## src/rtl/decoder_pkg.sv

```systemverilog
// Shared FSM state encoding and mode constants for the one-hot decoder/scanner.
package decoder_pkg;

  typedef enum logic [1:0] {
    ST_IDLE,
    ST_DECODE,
    ST_SCAN
  } state_e;

  localparam logic MODE_DECODE = 1'b0;
  localparam logic MODE_SCAN   = 1'b1;

endpackage

```

## src/rtl/decoder_onehot.sv

```systemverilog
// Combinational N-to-2**N one-hot decoder; all-zero when disabled.
module decoder_onehot #(
  parameter int N = 3
) (
  input  logic          en_i,
  input  logic [N-1:0]  sel_i,
  output logic [2**N-1:0] y_o
);

  always_comb begin
    y_o = '0;
    if (en_i) y_o[sel_i] = 1'b1;
  end

endmodule

```

## src/rtl/decoder_n_scan.sv

```systemverilog
// Registered one-hot decoder with a SCAN mode that steps the active bit,
// holding each position for dwell+1 cycles and pulsing wrap on 2**N-1 -> 0.
module decoder_n_scan
  import decoder_pkg::*;
#(
  parameter int N       = 3,
  parameter int DWELL_W = 4
) (
  input  logic               clk,
  input  logic               rst,
  input  logic               E,
  input  logic [N-1:0]       A,
  input  logic               mode,
  input  logic               load,
  input  logic [DWELL_W-1:0] dwell,
  output logic [2**N-1:0]    Y,
  output logic [N-1:0]       idx,
  output logic               wrap
);

  localparam logic [N-1:0] IDX_MAX = '1;

  state_e             state_q, state_d;
  logic [N-1:0]       idx_q, idx_d;
  logic [DWELL_W-1:0] cnt_q, cnt_d;
  logic               wrap_q, wrap_d;
  logic [2**N-1:0]    y_q, y_d;

  always_comb begin
    state_d = state_q;
    idx_d   = idx_q;
    cnt_d   = cnt_q;
    wrap_d  = 1'b0;
    if (!E) begin
      state_d = ST_IDLE;
      cnt_d   = '0;
    end else if (mode == MODE_DECODE) begin
      state_d = ST_DECODE;
      idx_d   = A;
      cnt_d   = '0;
    end else if (state_q != ST_SCAN) begin
      state_d = ST_SCAN;
      idx_d   = A;
      cnt_d   = '0;
    end else if (load) begin
      idx_d = A;
      cnt_d = '0;
    end else if (cnt_q == dwell) begin
      // dwell is compared live, so a change takes effect on the current hold
      idx_d  = idx_q + N'(1);
      cnt_d  = '0;
      wrap_d = (idx_q == IDX_MAX);
    end else begin
      cnt_d = cnt_q + DWELL_W'(1);
    end
  end

  // Y is decoded from the next index so it lands in the same cycle as idx
  decoder_onehot #(
    .N(N)
  ) u_onehot (
    .en_i  (state_d != ST_IDLE),
    .sel_i (idx_d),
    .y_o   (y_d)
  );

  always_ff @(posedge clk) begin
    if (rst) begin
      state_q <= ST_IDLE;
      idx_q   <= '0;
      cnt_q   <= '0;
      wrap_q  <= 1'b0;
      y_q     <= '0;
    end else begin
      state_q <= state_d;
      idx_q   <= idx_d;
      cnt_q   <= cnt_d;
      wrap_q  <= wrap_d;
      y_q     <= y_d;
    end
  end

  assign Y    = y_q;
  assign idx  = idx_q;
  assign wrap = wrap_q;

endmodule

```

## config.mk

```make
export PLATFORM = sky130hd
export DESIGN_NAME = decoder_n_scan
export DESIGN_NICKNAME = d
export VERILOG_FILES = /design/src/rtl/decoder_pkg.sv /design/src/rtl/decoder_onehot.sv /design/src/rtl/decoder_n_scan.sv
export SDC_FILE = /design/constraint.sdc
export NUM_CORES = 1
export LEC_CHECK = 0
export CORE_MARGIN = 2
export CORE_UTILIZATION = 63
export DETAILED_ROUTE_END_ITERATION = 7
export DONT_BUFFER_PORTS = 1
export MAX_ROUTING_LAYER = met4
export PLACE_DENSITY_LB_ADDON = 0.08
export SETUP_SLACK_MARGIN = 0.5
export SLEW_MARGIN = 40
export SYNTH_ARGS = -nofsm -noshare
export SYNTH_HDL_FRONTEND = slang
export SYNTH_HIERARCHICAL = 1
export SYNTH_SLANG_ARGS = --single-unit
```

## constraint.sdc

```tcl
create_clock -name clk -period 4.1 [get_ports clk]
set_clock_uncertainty 0.1 [all_clocks]
set_input_delay 0.41 -clock clk [delete_from_list [all_inputs] [get_ports clk]]
set_output_delay 0.41 -clock clk [all_outputs]
set_load 0.05 [all_outputs]
```

==> impl_metrics.json <==
{
  "wl_mm": 1.29,
  "status": "completed",
  "first_pass_iters": 4,
  "cpPeakStageDelay_ps": 590,
  "syn_to_final_growth_pct": 5.37,
  "crit_chain": "nor4bb_2, nor2_1, a31o_2, a22oi_1, and4bb_2, nor2b_1",
  "cp-startpoint": "state_q[1]",
  "arrival_ps": 2370,
  "clk_latency_ps": 290,
  "cts_tree": "done",
  "syn-instance-count": 83,
  "syn_nets": 98,
  "nFillCells": 105,
  "antenna_found_initial": 0,
  "p_total_mw": 0.327,
  "hp-start": "rst",
  "num_rows": 13,
  "crit_fanout": 8,
  "fin_crit_sh_pct": 55.6,
  "clock_sinks": 18,
  "fin_setup_tns_ps": 0,
  "grt_pass1_vias": 497,
  "initial_core_util_pct": 66.2,
  "portBuffers": 0,
  "final_cell_mix": "dfxtp_1 (18), nor2b_1 (10), nor2_1 (8)",
  "vdd_drop_max_mv": 0.206,
  "drcViolationCount": 0,
  "post_cts_buffers": 0,
  "initialDrtViolationCount": 8,
  "clk_path_buf_depth": 2,
  "grt_usage_pct": 19.0,
  "clockRootBuffer": "clkbuf_4",
  "rr_worst_depth": 6,
  "p_leak_nw": 0.349,
  "die_w_um": 40.5,
  "grt_pass1_wl_mm": 1.97,
  "crit_family": "simple AND/OR/NAND/NOR gates",
  "setup_viol": 0,
  "cp_slowest_cell": "nor4bb_2",
  "hold_buffers": 0,
  "cts-htree-levels": 1,
  "antenna_cells": 0,
  "hold_viol_final": 0,
  "reg2reg_to": "Y[4]",
  "final_common_cell": "dfxtp_1",
  "synth_top_area_share_pct": 42.9,
  "synth_warnings": 6,
  "slew_headroom_pct": 57.5,
  "gp_congestion": 0.696,
  "power.density_mw_per_mm2": 369,
  "worstHoldEndpoint": "idx[1]",
  "die_h_um": 40.5,
  "grt_max_degree": 19,
  "dp_hpwl_um": 945,
  "cp.required_ps": 4190,
  "ys_ff_latch": 18,
  "gr-total-overflow": 0,
  "cts_resized": 0,
  "fin_nets": 99,
  "r2r-start": "state_q[1]",
  "hold_path_depth": 1,
  "yosys.area.top_type": "dfxtp_1",
  "synth_area_leaders": "dfxtp_1 (43%), nor2b_1 (7.5%), xor2_1 (5.2%)",
  "drive_gt1_share_pct": 18.1,
  "synth_area_sq_um": 840,
  "hold_path_class": "in2reg",
  "fin_util_pct": 69.7,
  "cp-end-kind": "flop",
  "clk_pin_slew_ps": 100,
  "rrSetupSlack_ps": 1820,
  "synth_cell_type_count": 29,
  "wl_per_cell_um": 13.2,
  "io_pins": 24,
  "fin_cells": 98,
  "cts_made_buffers": 3,
  "cap_violations": 0,
  "num_vias": 578,
  "hold_ws_ps": 75.2,
  "rsz0062_at_grt": "false",
  "finalMaxSlewViolations": 0,
  "avgSynthCellArea_sq_um": 10.1,
  "dp.cells": 94,
  "synth-seq-area-share_pct": 42.9,
  "worst_pin_slew_ps": 629,
  "ant_nets": 0,
  "viasPerCell": 5.90,
  "path_buf_inv": 0,
  "coreArea_sq_mm": 0.00127,
  "crit_type": "reg2reg",
  "start_kind": "flop",
  "max_freq_mhz": 439,
  "fin_crit_ps": 2280,
  "die_area_sq_mm": 0.00164
}
## how the worst max path moves through the flow
stage	endpoint	cells past startpoint	slack [ps]
after floorplan	Y[4]	6	2030
after global placement	Y[4]	6	1630
after detailed placement	Y[4]	6	1510
after CTS	Y[4]	6	1580
after global routing	Y[7]	6	1640
final	Y[4]	6	1820
## layout make-up
type	count	area, sq um	area share, %
inverters	4	15.0	1.70
well taps	15	18.8	2.12
clock buffers	4	36.3	4.10
flip-flops and latches	18	360	40.7
multi-input cells	57	454	51.3
## Yosys cell counts (all sizes together)
master / instances
a31oi: 4
dfxtp: 18
a22oi: 1
nand4: 2
ha: 3
a221oi: 1
nor2b: 10
nor4bb: 1
clkbuf: 3
xor2: 5
o21ai: 1
or3: 1
nand3: 4
nand2b: 1
and4b: 3
nand2: 1
buf: 1
nor3: 1
inv: 4
and4: 1
xnor2: 1
nor4: 1
and4bb: 3
nand3b: 2
nor4b: 1
a31o: 1
nor2: 8
## power by group
group          switching (mW)  internal, mW
logic                  0.0123        0.0127
registers              0.0160         0.179
clock network          0.0525        0.0540
total                  0.0807         0.246
## routing by layer
layer  up-vias  track usage (%)  wire length (um)
met1       261             21.7               628
met5         -                -                 0
met3         2             5.56                96
met2        20             29.8               557
met4         0             10.0                12
li1        295                -                 -
## registers in the layout, indices dropped and copies added, names as in the netlist
name / count
cnt_q: 4
state_q: 2
Y: 8
wrap: 1
idx: 3
## stage by stage
stage               area [sq um]  setup slack, ps
finish                       885             1820
global route                 885             1640
CTS                          878             1580
detailed placement           842             1510
global placement             842             1630
floorplan                    840             2030
## logic make-up after synthesis
kind of cell	synth area share, %
XOR/XNOR	6.26
adder cells (fa/ha/maj)	4.47
AND/OR/NAND/NOR	34.9
flip-flops	42.9
buffers and inverters	3.72
AO/OA/AOI/OAI	7.75
Power figures use the tool's default switching activity.
==> patch 1 (same settings) <==
Re-encode `state_e` (3 states) as one-hot, 3 bits wide.
--- a/src/rtl/decoder_pkg.sv
+++ b/src/rtl/decoder_pkg.sv
@@ -1,10 +1,10 @@
 // Shared FSM state encoding and mode constants for the one-hot decoder/scanner.
 package decoder_pkg;
 
-  typedef enum logic [1:0] {
-    ST_IDLE,
-    ST_DECODE,
-    ST_SCAN
+  typedef enum logic [2:0] {
+    ST_IDLE   = 3'b001,
+    ST_DECODE = 3'b010,
+    ST_SCAN   = 3'b100
   } state_e;
 
   localparam logic MODE_DECODE = 1'b0;
Formal check against the unedited RTL: no difference found for any inputs over 10 cycles, from zero or initial values and one cycle with rst high; not proved beyond that.
==> patch 1 against the unedited design <==
  * Sequential power grew 5%
  * Final area grew 2.0%
  * Global-route usage shrank 0.67 points
  * Worst hold slack lost 0.0066 ns
  * Setup slack gained 0.12 ns
  * Total power shrank 2.8%
  * Routed wire length grew 8.6%
  * Combinational power shrank 9.6%
  * Sequential cell count grew 1
  * Synthesized area grew 3.3%
  * Cell count grew 3.1%
  * Sequential share of layout area grew 1.4 points
  * Largest power group unchanged
==> patch 1: results (changes against the unedited design) <==
Outcome
  • Status: finished clean (unchanged)

Synth
  • Post-Synthesis Mean Instance Area: 10.2 µm² (was 10.1 µm²)
  • Sequential area share after synthesis: 43.9% (was 42.9%)
  • Top cells by instance count after synthesis: 19 x sky130_fd_sc_hd__dfxtp_1, 10 x sky130_fd_sc_hd__nor2b_1, 7 x sky130_fd_sc_hd__nor2_1 (was 18 x sky130_fd_sc_hd__dfxtp_1, 10 x sky130_fd_sc_hd__nor2b_1, 8 x sky130_fd_sc_hd__nor2_1, 5 x sky130_fd_sc_hd__xor2_1)
  • Cell types with the largest area share after synthesis: sky130_fd_sc_hd__dfxtp_1 44%, sky130_fd_sc_hd__nor2b_1 7.2%, sky130_fd_sc_hd__xor2_1 5.1%, sky130_fd_sc_hd__ha_1 4.3%, sky130_fd_sc_hd__a31oi_1 3.6% (was sky130_fd_sc_hd__dfxtp_1 43%, sky130_fd_sc_hd__nor2b_1 7.5%, sky130_fd_sc_hd__xor2_1 5.2%, sky130_fd_sc_hd__ha_1 4.5%, sky130_fd_sc_hd__nor2_1 3.6%)

Route
  • Routed vias: 604 (was 578)
  • Initial drt markers: 4 (was 8)
  • Sum of routed wire length over all layers: 1410 µm (was 1290 µm)

Setup path
  • Slowest cell on the critical path: sky130_fd_sc_hd__dfxtp_1 (was sky130_fd_sc_hd__nor4bb_2)
  • Crit path arrival time: 2.29 ns (was 2.37 ns)
  • Largest stage delay on the critical path: 0.73 ns (was 0.59 ns)
  • Crit-path leading delay family: simple AND/OR/NAND/NOR gates (unchanged)
  • CP Launch Point: idx[0]$_SDFF_PP0_ (was state_q[1]$_SDFF_PP0_)

Global routing
  • All-Layer GR Usage: 18.4% (was 19.0%)
  • Largest net degree at the start of global routing: 19 (unchanged)
  • First-pass GRT wire length: 1960 µm (was 1970 µm)
  • Number of global-route vias before repair: 458 (was 497)

Placement
  • Final Wtd Congestion: 0.721 (was 0.696)
  • Post-DP Area: 875 µm² (was 842 µm²)
  • Detailed placement HPWL: 1010 µm (was 945 µm)
  • Worst slack at placement: 1.92 ns (was 1.51 ns)

Finish
  • Final standard cell count with taps included and fillers excluded: 101 (was 98)
  • Number of fill cells: 121 (was 105)
  • Area growth from synthesis to layout: 4.04% (was 5.37%)
  • Share of post-route cells with drive strength above 1: 16.3% (was 18.1%)

Power
  • Psw: 80.8 µW (was 80.7 µW)
  • Max IR drop VDD: 0.000215 V (was 0.000206 V)
  • Total leakage power: 0.354 nW (was 0.349 nW)

STA
  • Post-layout minimum cycle time: 2.16 ns (was 2.28 ns)
  • Hold Slack: 0.0686 ns (was 0.0752 ns)

Clock network
  • Post-cts resize count: 0 (unchanged)
==> patch 1: metal layers <==
layer	global-route usage, %	up-vias	routed length [µm]
met1	24.8	272	676
met3	5.98	4	118
met4	7.26	0	18
met2	25.0	23	591
met5	-	-	0
li1	-	305	-
==> patch 1: final cells by class <==
class                   instances  area share (%)
multi-input cells              60            51.5
flip-flops and latches         19            42.2
clock buffers                   3            2.50
well taps                      15            2.08
inverters                       3            1.25
clock inverters                 1           0.555
==> patch 1: final timing paths <==
check        cells after the start             endpoint
min                              1      Y[2]$_SDFF_PP0_
min reg2reg                      1  cnt_q[0]$_SDFF_PP0_
max                              6      Y[1]$_SDFF_PP0_
max reg2reg                      6      Y[1]$_SDFF_PP0_
==> patch 1: logic make-up (layout without fill, tap and decap cells) <==
family,count (synthesis),count (layout),synth area share [%]
AO/OA/AOI/OAI,5,5,3.61
multiplexers,1,1,1.15
adder cells (fa/ha/maj),3,3,4.33
buffers and inverters,6,7,2.60
XOR/XNOR,6,6,6.06
flip-flops,19,19,43.9
AND/OR/NAND/NOR,45,45,38.4
==> patch 1: power groups by stage <==
stage | Combinational [mW] | Clock (mW) | Sequential (mW)
finish | 0.0225 | 0.0915 | 0.204
global route | 0.0252 | 0.101 | 0.204
CTS | 0.0227 | 0.0956 | 0.204
detailed placement | 0.0220 | 0 | 0.208
global placement | 0.0214 | 0 | 0.208
floorplan | 0.0220 | 0 | 0.207
==> patch 2 (same settings) <==
Without the edit above. `DWELL_W`: 4 -> 6.
--- a/src/rtl/decoder_n_scan.sv
+++ b/src/rtl/decoder_n_scan.sv
@@ -4,7 +4,7 @@
   import decoder_pkg::*;
 #(
   parameter int N       = 3,
-  parameter int DWELL_W = 4
+  parameter int DWELL_W = 6
 ) (
   input  logic               clk,
   input  logic               rst,
Interface: changed (resized dwell); port bits go from 24 to 26. The function was not compared with the original's and may differ.
==> patch 2 against the unedited design <==
  * First-iteration DRC count grew to 2.8 times the old value
  * Sequential power is 10% higher
  * Clock power rose by 47%
  * Worst hold slack worse by 0.010 ns
  * Total power grew 22%
  * Global-route usage is 1.0 points higher
  * Sequential cell count is 2 higher
  * Highest routed layer unchanged
  * Critical endpoint is now Y[2]$_SDFF_PP0_
  * Final area grew 18%
  * Setup slack got worse by 0.0019 ns
  * Routed wire length grew 20%
  * Synthesized area increased by 17%
  * Critical path depth up 1
  * Cell count increased by 21%
==> patch 2: results (changes against the unedited design) <==
Outcome
  • Status: finished clean (unchanged)

Route
  • Sum of routed wire length over all layers: 1560 µm (was 1290 µm)
  • Avg Vias per Cell: 5.87 (was 5.90)
  • WL per Instance: 13.1 µm (was 13.2 µm)
  • Initial drt markers: 22 (was 8)

Placement
  • Number of buffer cells added on primary ports: 0 (unchanged)
  • Worst slack at placement: 1.74 ns (was 1.51 ns)
  • Detailed placement HPWL: 1190 µm (was 945 µm)
  • Post-DP Area: 991 µm² (was 842 µm²)
  • Final Wtd Congestion: 0.773 (was 0.696)

Power
  • Psw: 86.6 µW (was 80.7 µW)
  • Max IR drop VDD: 0.000279 V (was 0.000206 V)
  • Power attributed to sequential cells: 215 µW (was 195 µW)
  • Power per cell area: 381 nW/µm² (was 369 nW/µm²)
  • Total leakage power: 0.422 nW (was 0.349 nW)
  • Clock network power: 157 µW (was 107 µW)

Global routing
  • Largest net degree at the start of global routing: 15 (was 19)
  • Number of global-route vias before repair: 624 (was 497)
  • First-pass GRT wire length: 2680 µm (was 1970 µm)
  • All-Layer GR Usage: 20.1% (was 19.0%)
  • Initial antenna violation count: 0 (unchanged)

Setup path
  • Largest stage delay on the critical path: 0.40 ns (was 0.59 ns)
  • Slowest cell on the critical path: sky130_fd_sc_hd__a2111oi_4 (was sky130_fd_sc_hd__nor4bb_2)
  • Crit path arrival time: 2.38 ns
  • Biggest fanout along the worst timing path: 8 (unchanged)
  • Crit-path leading delay family: simple AND/OR/NAND/NOR gates (unchanged)

Finish
  • Area taken by flip-flops and latches: 400 µm² (was 360 µm²)
  • Share of post-route cells with drive strength above 1: 12.6% (was 18.1%)
  • Number of fill cells: 126 (was 105)
  • Number of diodes: 0 (unchanged)
  • Total Nets Final: 121 (was 99)

Synth
  • Top cells by instance count after synthesis: 20 x sky130_fd_sc_hd__dfxtp_1, 13 x sky130_fd_sc_hd__nor2_1, 11 x sky130_fd_sc_hd__nor2b_1, 6 x sky130_fd_sc_hd__nand2_1 (was 18 x sky130_fd_sc_hd__dfxtp_1, 10 x sky130_fd_sc_hd__nor2b_1, 8 x sky130_fd_sc_hd__nor2_1, 5 x sky130_fd_sc_hd__xor2_1)
  • Sequential area share after synthesis: 40.9% (was 42.9%)
  • Post-synth cell types: 35 (was 29)
  • Number of nets produced by synthesis: 118 (was 98)
  • Number of standard cells after synthesis: 101 (was 83)
  • Cell types with the largest area share after synthesis: sky130_fd_sc_hd__dfxtp_1 41%, sky130_fd_sc_hd__nor2b_1 7.0%, sky130_fd_sc_hd__nor2_1 5.0%, sky130_fd_sc_hd__ha_1 3.8%, sky130_fd_sc_hd__a2111oi_4 2.8% (was sky130_fd_sc_hd__dfxtp_1 43%, sky130_fd_sc_hd__nor2b_1 7.5%, sky130_fd_sc_hd__xor2_1 5.2%, sky130_fd_sc_hd__ha_1 4.5%, sky130_fd_sc_hd__nor2_1 3.6%)

Clock network
  • Post-cts resize count: 0 (unchanged)
  • Clock slew at reported path FFs: 0.11 ns
  • CTS root buf: sky130_fd_sc_hd__clkbuf_4 (unchanged)

STA
  • Pin slew with the least headroom to its limit: 0.575 ns (was 0.629 ns)
==> patch 2: cell count changes after synthesis, moves of 2 or more <==
cell	change
sky130_fd_sc_hd__nand2_1	+5
sky130_fd_sc_hd__nor2_1	+5
sky130_fd_sc_hd__a31oi_1	-4
sky130_fd_sc_hd__nand2b_1	+3
sky130_fd_sc_hd__a21oi_1	+2
sky130_fd_sc_hd__and3_1	+2
sky130_fd_sc_hd__dfxtp_1	+2
sky130_fd_sc_hd__nand3b_1	-2
sky130_fd_sc_hd__o21ai_0	+2
sky130_fd_sc_hd__xnor2_1	+2
sky130_fd_sc_hd__xor2_1	-2
==> patch 2: area by class of cell <==
cell class / count / area share (%)
multi-input cells: 75 / 53.2
well taps: 16 / 1.92
clock buffers: 3 / 2.16
clock inverters: 1 / 2.88
inverters: 4 / 1.44
flip-flops and latches: 20 / 38.4
==> patch 2: metal layers <==
metal | track usage (%) | wire length (µm)
met4 | 10.9 | 10
met1 | 23.4 | 699
met5 | - | 0
met3 | 6.67 | 115
met2 | 30.4 | 732
==> patch 2: cells by family after synthesis <==
group,count (synthesis),synth area share (%)
and+or+nand+nor,55,36.7
DFF,20,40.9
AOI/OAI and AO/OA,10,9.85
xor gates and xnor gates,6,5.37
buffers and inverters,6,2.30
adders and majority gates,3,3.84
muxes,1,1.02
==> patch 2: path summary, 6_finish.rpt <==
kind,startpoint,end,slack [ns],depth (start not counted)
max,cnt_q[2]$_SDFF_PP0_,Y[2]$_SDFF_PP0_,1.82,7
min,rst,idx[0]$_SDFF_PP0_,0.06,1
max reg2reg,cnt_q[2]$_SDFF_PP0_,Y[2]$_SDFF_PP0_,1.82,7
min reg2reg,cnt_q[0]$_SDFF_PP0_,cnt_q[0]$_SDFF_PP0_,0.39,1
